File: config.mk
export PLATFORM = sky130hd
export DESIGN_NAME = alu_arbiter
export DESIGN_NICKNAME = d
export VERILOG_FILES = /design/src/rtl/alu_arbiter.sv
export SDC_FILE = /design/constraint.sdc
export NUM_CORES = 1
export LEC_CHECK = 0
export BUFFER_PORTS_ARGS = -buffer_cell sky130_fd_sc_hd__buf_2
export CAP_MARGIN = 20
export CORE_AREA = 2 2 139 87
export CTS_CLUSTER_DIAMETER = 30
export DETAILED_ROUTE_END_ITERATION = 16
export DIE_AREA = 0 0 141 89
export PLACE_DENSITY = 0.8
export SYNTH_ARGS = -nofsm -noshare
export SYNTH_HDL_FRONTEND = slang
export SYNTH_SLANG_ARGS = --single-unit
export TNS_END_PERCENT = 1
File: constraint.sdc
create_clock -name clk -period 2.13 [get_ports clk]
set_clock_uncertainty 0.05 [all_clocks]
set_input_delay 0.213 -clock clk [delete_from_list [all_inputs] [get_ports clk]]
set_output_delay 0.213 -clock clk [all_outputs]
set_load 0.05 [all_outputs]
File: src/rtl/alu_arbiter.sv
`default_nettype none
// ============================================================================
//  Module   : alu_arbiter
//  Purpose  : Round-robin sharing of one combinational ALU between two
//             requesters. Each requester has a valid/ready request channel
//             and a valid/ready response channel. Operands and opcode are
//             registered into the ALU, the result is captured ALU_LAT cycles
//             later, and a zero flag is derived from it. One operation in
//             flight at a time.
//  Options  : DIVZERO_CHK_EN - divide (0100) with b==0 is answered directly
//             with all-ones and an error flag, never issued to the ALU.
//  Revision : 1.0 - initial release
// ============================================================================
module alu_arbiter #(
    parameter int WIDTH   = 32,
    parameter int ALU_LAT = 1
) (
    input  logic             clk,
    input  logic             rst_n,
    // requester 0
    input  logic             req0_valid,
    output logic             req0_ready,
    input  logic [3:0]       req0_op,
    input  logic [WIDTH-1:0] req0_a,
    input  logic [WIDTH-1:0] req0_b,
    output logic             rsp0_valid,
    input  logic             rsp0_ready,
    // requester 1
    input  logic             req1_valid,
    output logic             req1_ready,
    input  logic [3:0]       req1_op,
    input  logic [WIDTH-1:0] req1_a,
    input  logic [WIDTH-1:0] req1_b,
    output logic             rsp1_valid,
    input  logic             rsp1_ready,
    // shared response data
    output logic [WIDTH-1:0] rsp_r,
    output logic             rsp_zero,
    output logic             rsp_err,
    // ALU side
    output logic [3:0]       alu_op,
    output logic [WIDTH-1:0] alu_a,
    output logic [WIDTH-1:0] alu_b,
    input  logic [WIDTH-1:0] alu_r
);

    localparam int         c_cnt_w   = (ALU_LAT > 1) ? $clog2(ALU_LAT) : 1;
    localparam logic [c_cnt_w-1:0] c_cnt_init = c_cnt_w'(ALU_LAT - 1);
    localparam logic [3:0] c_op_nop  = 4'b0000;
    localparam logic [3:0] c_op_div  = 4'b0100;
    localparam logic [3:0] c_op_last = 4'b1011;

    typedef enum logic [1:0] {
        S_IDLE = 2'd0,
        S_EXEC = 2'd1,
        S_RESP = 2'd2
    } state_t;

    state_t               r_state;
    state_t               w_state_nxt;
    logic                 r_owner;
    logic                 r_last_grant;
    logic [c_cnt_w-1:0]   r_cnt;
    logic [3:0]           r_alu_op;
    logic [WIDTH-1:0]     r_alu_a;
    logic [WIDTH-1:0]     r_alu_b;
    logic [WIDTH-1:0]     r_rsp_r;
    logic                 r_rsp_zero;
    logic                 r_rsp_err;

    logic                 w_gnt1;
    logic                 w_rdy0;
    logic                 w_rdy1;
    logic                 w_acc;
    logic [3:0]           w_sel_op;
    logic [WIDTH-1:0]     w_sel_a;
    logic [WIDTH-1:0]     w_sel_b;
    logic                 w_illegal;
    logic                 w_divz;
    logic                 w_cap;
    logic                 w_rsp_hs;

    // Grant selection, accept/capture/handshake qualifiers
    always_comb begin
        // requester 1 wins when it is alone, or when both ask and 0 went last
        w_gnt1    = req1_valid && (!req0_valid || !r_last_grant);
        // ready is suppressed while reset is held so every output reads 0
        w_rdy0    = rst_n && (r_state == S_IDLE) && req0_valid && !w_gnt1;
        w_rdy1    = rst_n && (r_state == S_IDLE) && w_gnt1;
        w_acc     = w_rdy0 || w_rdy1;
        w_sel_op  = w_gnt1 ? req1_op : req0_op;
        w_sel_a   = w_gnt1 ? req1_a  : req0_a;
        w_sel_b   = w_gnt1 ? req1_b  : req0_b;
        w_illegal = (w_sel_op == c_op_nop) || (w_sel_op > c_op_last);
        w_divz    = 1'b0;
`ifdef DIVZERO_CHK_EN
        w_divz    = (w_sel_op == c_op_div) && (w_sel_b == '0);
`endif
        w_cap     = (r_state == S_EXEC) && (r_cnt == '0);
        w_rsp_hs  = (r_state == S_RESP) && (r_owner ? rsp1_ready : rsp0_ready);
    end

    // State register
    always_ff @(posedge clk or negedge rst_n) begin
        if (!rst_n) begin
            r_state <= S_IDLE;
        end else begin
            r_state <= w_state_nxt;
        end
    end

    // Next-state logic
    always_comb begin
        w_state_nxt = r_state;
        case (r_state)
            S_IDLE: begin
                if (w_acc) begin
                    w_state_nxt = (w_illegal || w_divz) ? S_RESP : S_EXEC;
                end
            end
            S_EXEC: begin
                if (w_cap) begin
                    w_state_nxt = S_RESP;
                end
            end
            S_RESP: begin
                if (w_rsp_hs) begin
                    w_state_nxt = S_IDLE;
                end
            end
            default: w_state_nxt = S_IDLE;
        endcase
    end

    // Operand load, settle countdown, result capture and ALU opcode release
    always_ff @(posedge clk or negedge rst_n) begin
        if (!rst_n) begin
            r_owner      <= 1'b0;
            r_last_grant <= 1'b1;
            r_cnt        <= '0;
            r_alu_op     <= c_op_nop;
            r_alu_a      <= '0;
            r_alu_b      <= '0;
            r_rsp_r      <= '0;
            r_rsp_zero   <= 1'b0;
            r_rsp_err    <= 1'b0;
        end else if (w_acc) begin
            r_owner      <= w_gnt1;
            r_last_grant <= w_gnt1;
            r_cnt        <= c_cnt_init;
            if (w_illegal) begin
                r_alu_op   <= w_sel_op;
                r_alu_a    <= w_sel_a;
                r_alu_b    <= w_sel_b;
                r_rsp_r    <= '0;
                r_rsp_zero <= 1'b1;
                r_rsp_err  <= 1'b1;
            end else if (w_divz) begin
                // never reaches the ALU: operand registers keep their values
                r_rsp_r    <= '1;
                r_rsp_zero <= 1'b0;
                r_rsp_err  <= 1'b1;
            end else begin
                r_alu_op   <= w_sel_op;
                r_alu_a    <= w_sel_a;
                r_alu_b    <= w_sel_b;
            end
        end else if (r_state == S_EXEC) begin
            if (w_cap) begin
                r_rsp_r    <= alu_r;
                r_rsp_zero <= (alu_r == '0);
                r_rsp_err  <= 1'b0;
            end else begin
                r_cnt      <= r_cnt - 1'b1;
            end
        end else if (w_rsp_hs) begin
            r_alu_op <= c_op_nop;
        end
    end

    assign req0_ready = w_rdy0;
    assign req1_ready = w_rdy1;
    assign rsp0_valid = (r_state == S_RESP) && !r_owner;
    assign rsp1_valid = (r_state == S_RESP) &&  r_owner;
    assign rsp_r      = r_rsp_r;
    assign rsp_zero   = r_rsp_zero;
    assign rsp_err    = r_rsp_err;
    assign alu_op     = r_alu_op;
    assign alu_a      = r_alu_a;
    assign alu_b      = r_alu_b;

endmodule
`default_nettype wire

==> flow_summary.json <==
{
  "leakagePower_nw": 3.52,
  "post_cts_buffers": 0,
  "vias": 4484,
  "num_antenna_cells": 0,
  "yosysUniqueCellTypes": 31,
  "yosysSeqAreaShare": 0.556,
  "rsz0062_at_grt": "false",
  "drive_gt1_frac": 0.416,
  "worst_pin_slew_ns": 0.563,
  "maxCapViolCount": 0,
  "drt_iter0_markers": 276,
  "reg2reg_from": "r_state[1]",
  "critical_path_class": "input pin to output port",
  "drt-total-wl_mm": 13.3,
  "synth-seq-cells": 107,
  "area_growth_pct": 38.1,
  "clk_pin_slew_ns": 0.07,
  "clockBufferDepth": 2,
  "numClockSinks": 107,
  "ys_warn_count": 0,
  "reg2reg_depth": 5,
  "cts_root_buf": "clkbuf_16",
  "hold_viol": 0,
  "synth_edf_count": 0,
  "p_switching_mw": 6.33,
  "antenna_found_initial": 0,
  "grt_start_max_net_pins": 108,
  "rows": 30,
  "clkPwrFrac": 0.134,
  "dieArea_um2": 12500,
  "drv_slew": 0,
  "cp.required_ns": 1.87,
  "clock.fmax_mhz": 490,
  "reg2reg_slack_ns": 0.40,
  "initial_core_util": 0.432,
  "first_pass_iters": 4,
  "critPathArrivalTime_ns": 1.78,
  "holdPathEnd": "rsp_r[15]",
  "syn-cell-area_um2": 4820,
  "r2r-end": "alu_b[3]",
  "whs_path_depth": 3,
  "p_total_mw": 11.6,
  "final_common_cell": "buf_2",
  "min_period_ns": 2.04,
  "whs_ns": 0.0671,
  "syn-instance-count": 478,
  "via_per_inst": 5.00,
  "final_area_um2": 6650,
  "intPower_mw": 5.32,
  "netSwitchingFraction": 0.543,
  "die_w_um": 141,
  "setup_violations": 0,
  "grt.overflow.total": 0,
  "cts_made_buffers": 9,
  "h-tree-depth": 3,
  "syn_area_per_cell_um2": 10.1,
  "worstSetupEndpointType": "output port",
  "drc": 0,
  "io_pins": 280,
  "place_area_um2": 6360,
  "synthArstFlopShare": 1.00,
  "hold_path.class": "input pin to flop",
  "relSlewSlack": 0.625,
  "synth_flop_cell": "dfrtp_1",
  "post-route-period-util": 0.959,
  "cp_max_fo": 5,
  "cts_tree": "built",
  "critPathLaunchType": "input pin",
  "final_nets": 921,
  "final_cell_mix": "278 x buf_2, 130 x nand2_1, 106 x dfrtp_1",
  "grt_pass1_vias": 4237,
  "gr-usage-all-layers": 0.208,
  "p_seq_frac": 0.307,
  "grt_pass1_wl_mm": 20.6,
  "numPortBuffers": 279,
  "power_frac_comb": 0.559,
  "clkLatencyLatePin_ns": 0.33,
  "core-area_um2": 11100,
  "routabilityCongestion": 0.862,
  "wire_per_inst_um": 14.9,
  "syn_nets": 652,
  "antenna_left": 0,
  "min_from": "alu_r[15]",
  "status": "completed",
  "peakVddDrop_mv": 0.855,
  "fin_setup_tns_ns": 0,
  "powerDensity_nw_per_um2": 1750,
  "die_h_um": 89,
  "hpwl_mm": 10.2
}
-- per-layer routing --
layer  up-vias  GRT usage  part of all wire
li1       2178          -                 -
met1      2120      0.264              0.43
met2       176      0.359              0.49
met3        10     0.0605             0.071
met4         0     0.0491            0.0097
met5         -          0                 0
-- area by class of cell --
class / count / area (µm²)
Multi-Input combinational cell: 337 / 1990
Inverter: 2 / 7.51
Sequential cell: 107 / 2680
Tap cell: 144 / 180
Timing Repair Buffer: 290 / 1520
Clock inverter: 6 / 50.0
Fill cell: 949 / 4490
Clock buffer: 10 / 229
-- synth_stat cells (2+ instances only) --
cell type | count | share of area
and2_1 | 2 | 0.0026
nor4_1 | 9 | 0.012
o2bb2ai_1 | 4 | 0.0073
a211oi_4 | 2 | 0.0083
inv_1 | 2 | 0.0016
nand2_1 | 130 | 0.10
a21oi_1 | 35 | 0.036
o21ai_0 | 64 | 0.066
dfrtp_1 | 106 | 0.55
nand4_1 | 2 | 0.0026
nand2b_1 | 2 | 0.0026
nor2_1 | 4 | 0.0031
clkbuf_1 | 14 | 0.011
buf_6 | 3 | 0.0070
mux2i_1 | 68 | 0.14
buf_2 | 13 | 0.014
buf_4 | 2 | 0.0031
a21o_1 | 2 | 0.0031
and3_1 | 2 | 0.0026
-- state kept, by name, summed over array words and instances (netlist names) --
name,count
r_owner,1
alu_b,32
alu_a,32
rsp_r,32
rsp_err,1
r_state,2
alu_op,4
r_cnt,1
rsp_zero,1
r_last_grant,1
-- per-stage QoR --
step | utilization | instances | worst slack (ns)
global placement | 0.571 | 879 | 0.468
CTS | 0.597 | 896 | 0.0969
global route | 0.597 | 896 | 0.00331
floorplan | - | 478 | 0.252
finish | 0.597 | 896 | 0.0883
detailed placement | 0.571 | 879 | 0.425
-- repair_timing --
item / in CTS / in global routing
hold buffers: 1 / 0
endpoints found under the setup margin: 0 / 0
hold endpoints to repair: 106 / 0
gates resized for setup: 0 / 0
-- cell families (layout without fill, tap and decap cells) --
| kind of cell | Yosys count | count (layout) | share of synthesized area |
|---|---|---|---|
| flops | 107 | 107 | 0.556 |
| compound gates | 112 | 112 | 0.129 |
| mux | 69 | 69 | 0.144 |
| simple gates | 156 | 156 | 0.135 |
| buf+inv | 34 | 308 | 0.0361 |
-- power by group through the flow --
stage | Combinational [mW] | Clock (mW) | Sequential (mW)
floorplan | 1.46 | 0 | 6.99
global placement | 6.44 | 0 | 3.55
detailed placement | 6.57 | 0 | 3.59
CTS | 6.56 | 1.61 | 3.57
global route | 6.88 | 1.70 | 3.71
finish | 6.52 | 1.56 | 3.58
-- worst max-delay path by stage --
stage / to / startpoint / cells after the start / slack, ns
after floorplan: req0_ready / r_last_grant / 4 / 0.25
after global placement: rsp_zero / r_last_grant / 5 / 0.47
after detailed placement: rsp_r[17] / req1_valid / 6 / 0.42
after CTS: req0_ready / rst_n / 6 / 0.1
after global routing: req0_ready / rst_n / 6 / 0.003
final: req0_ready / rst_n / 6 / 0.09
-- worst max-delay path, cell delays in order --
cell	delay (ns)
dlygate4sd3_1	0.52
buf_4	0.15
nor3b_2	0.38
nand2_1	0.13
nor2_1	0.12
buf_2	0.27
No activity file was read; power rests on OpenSTA's default activity.
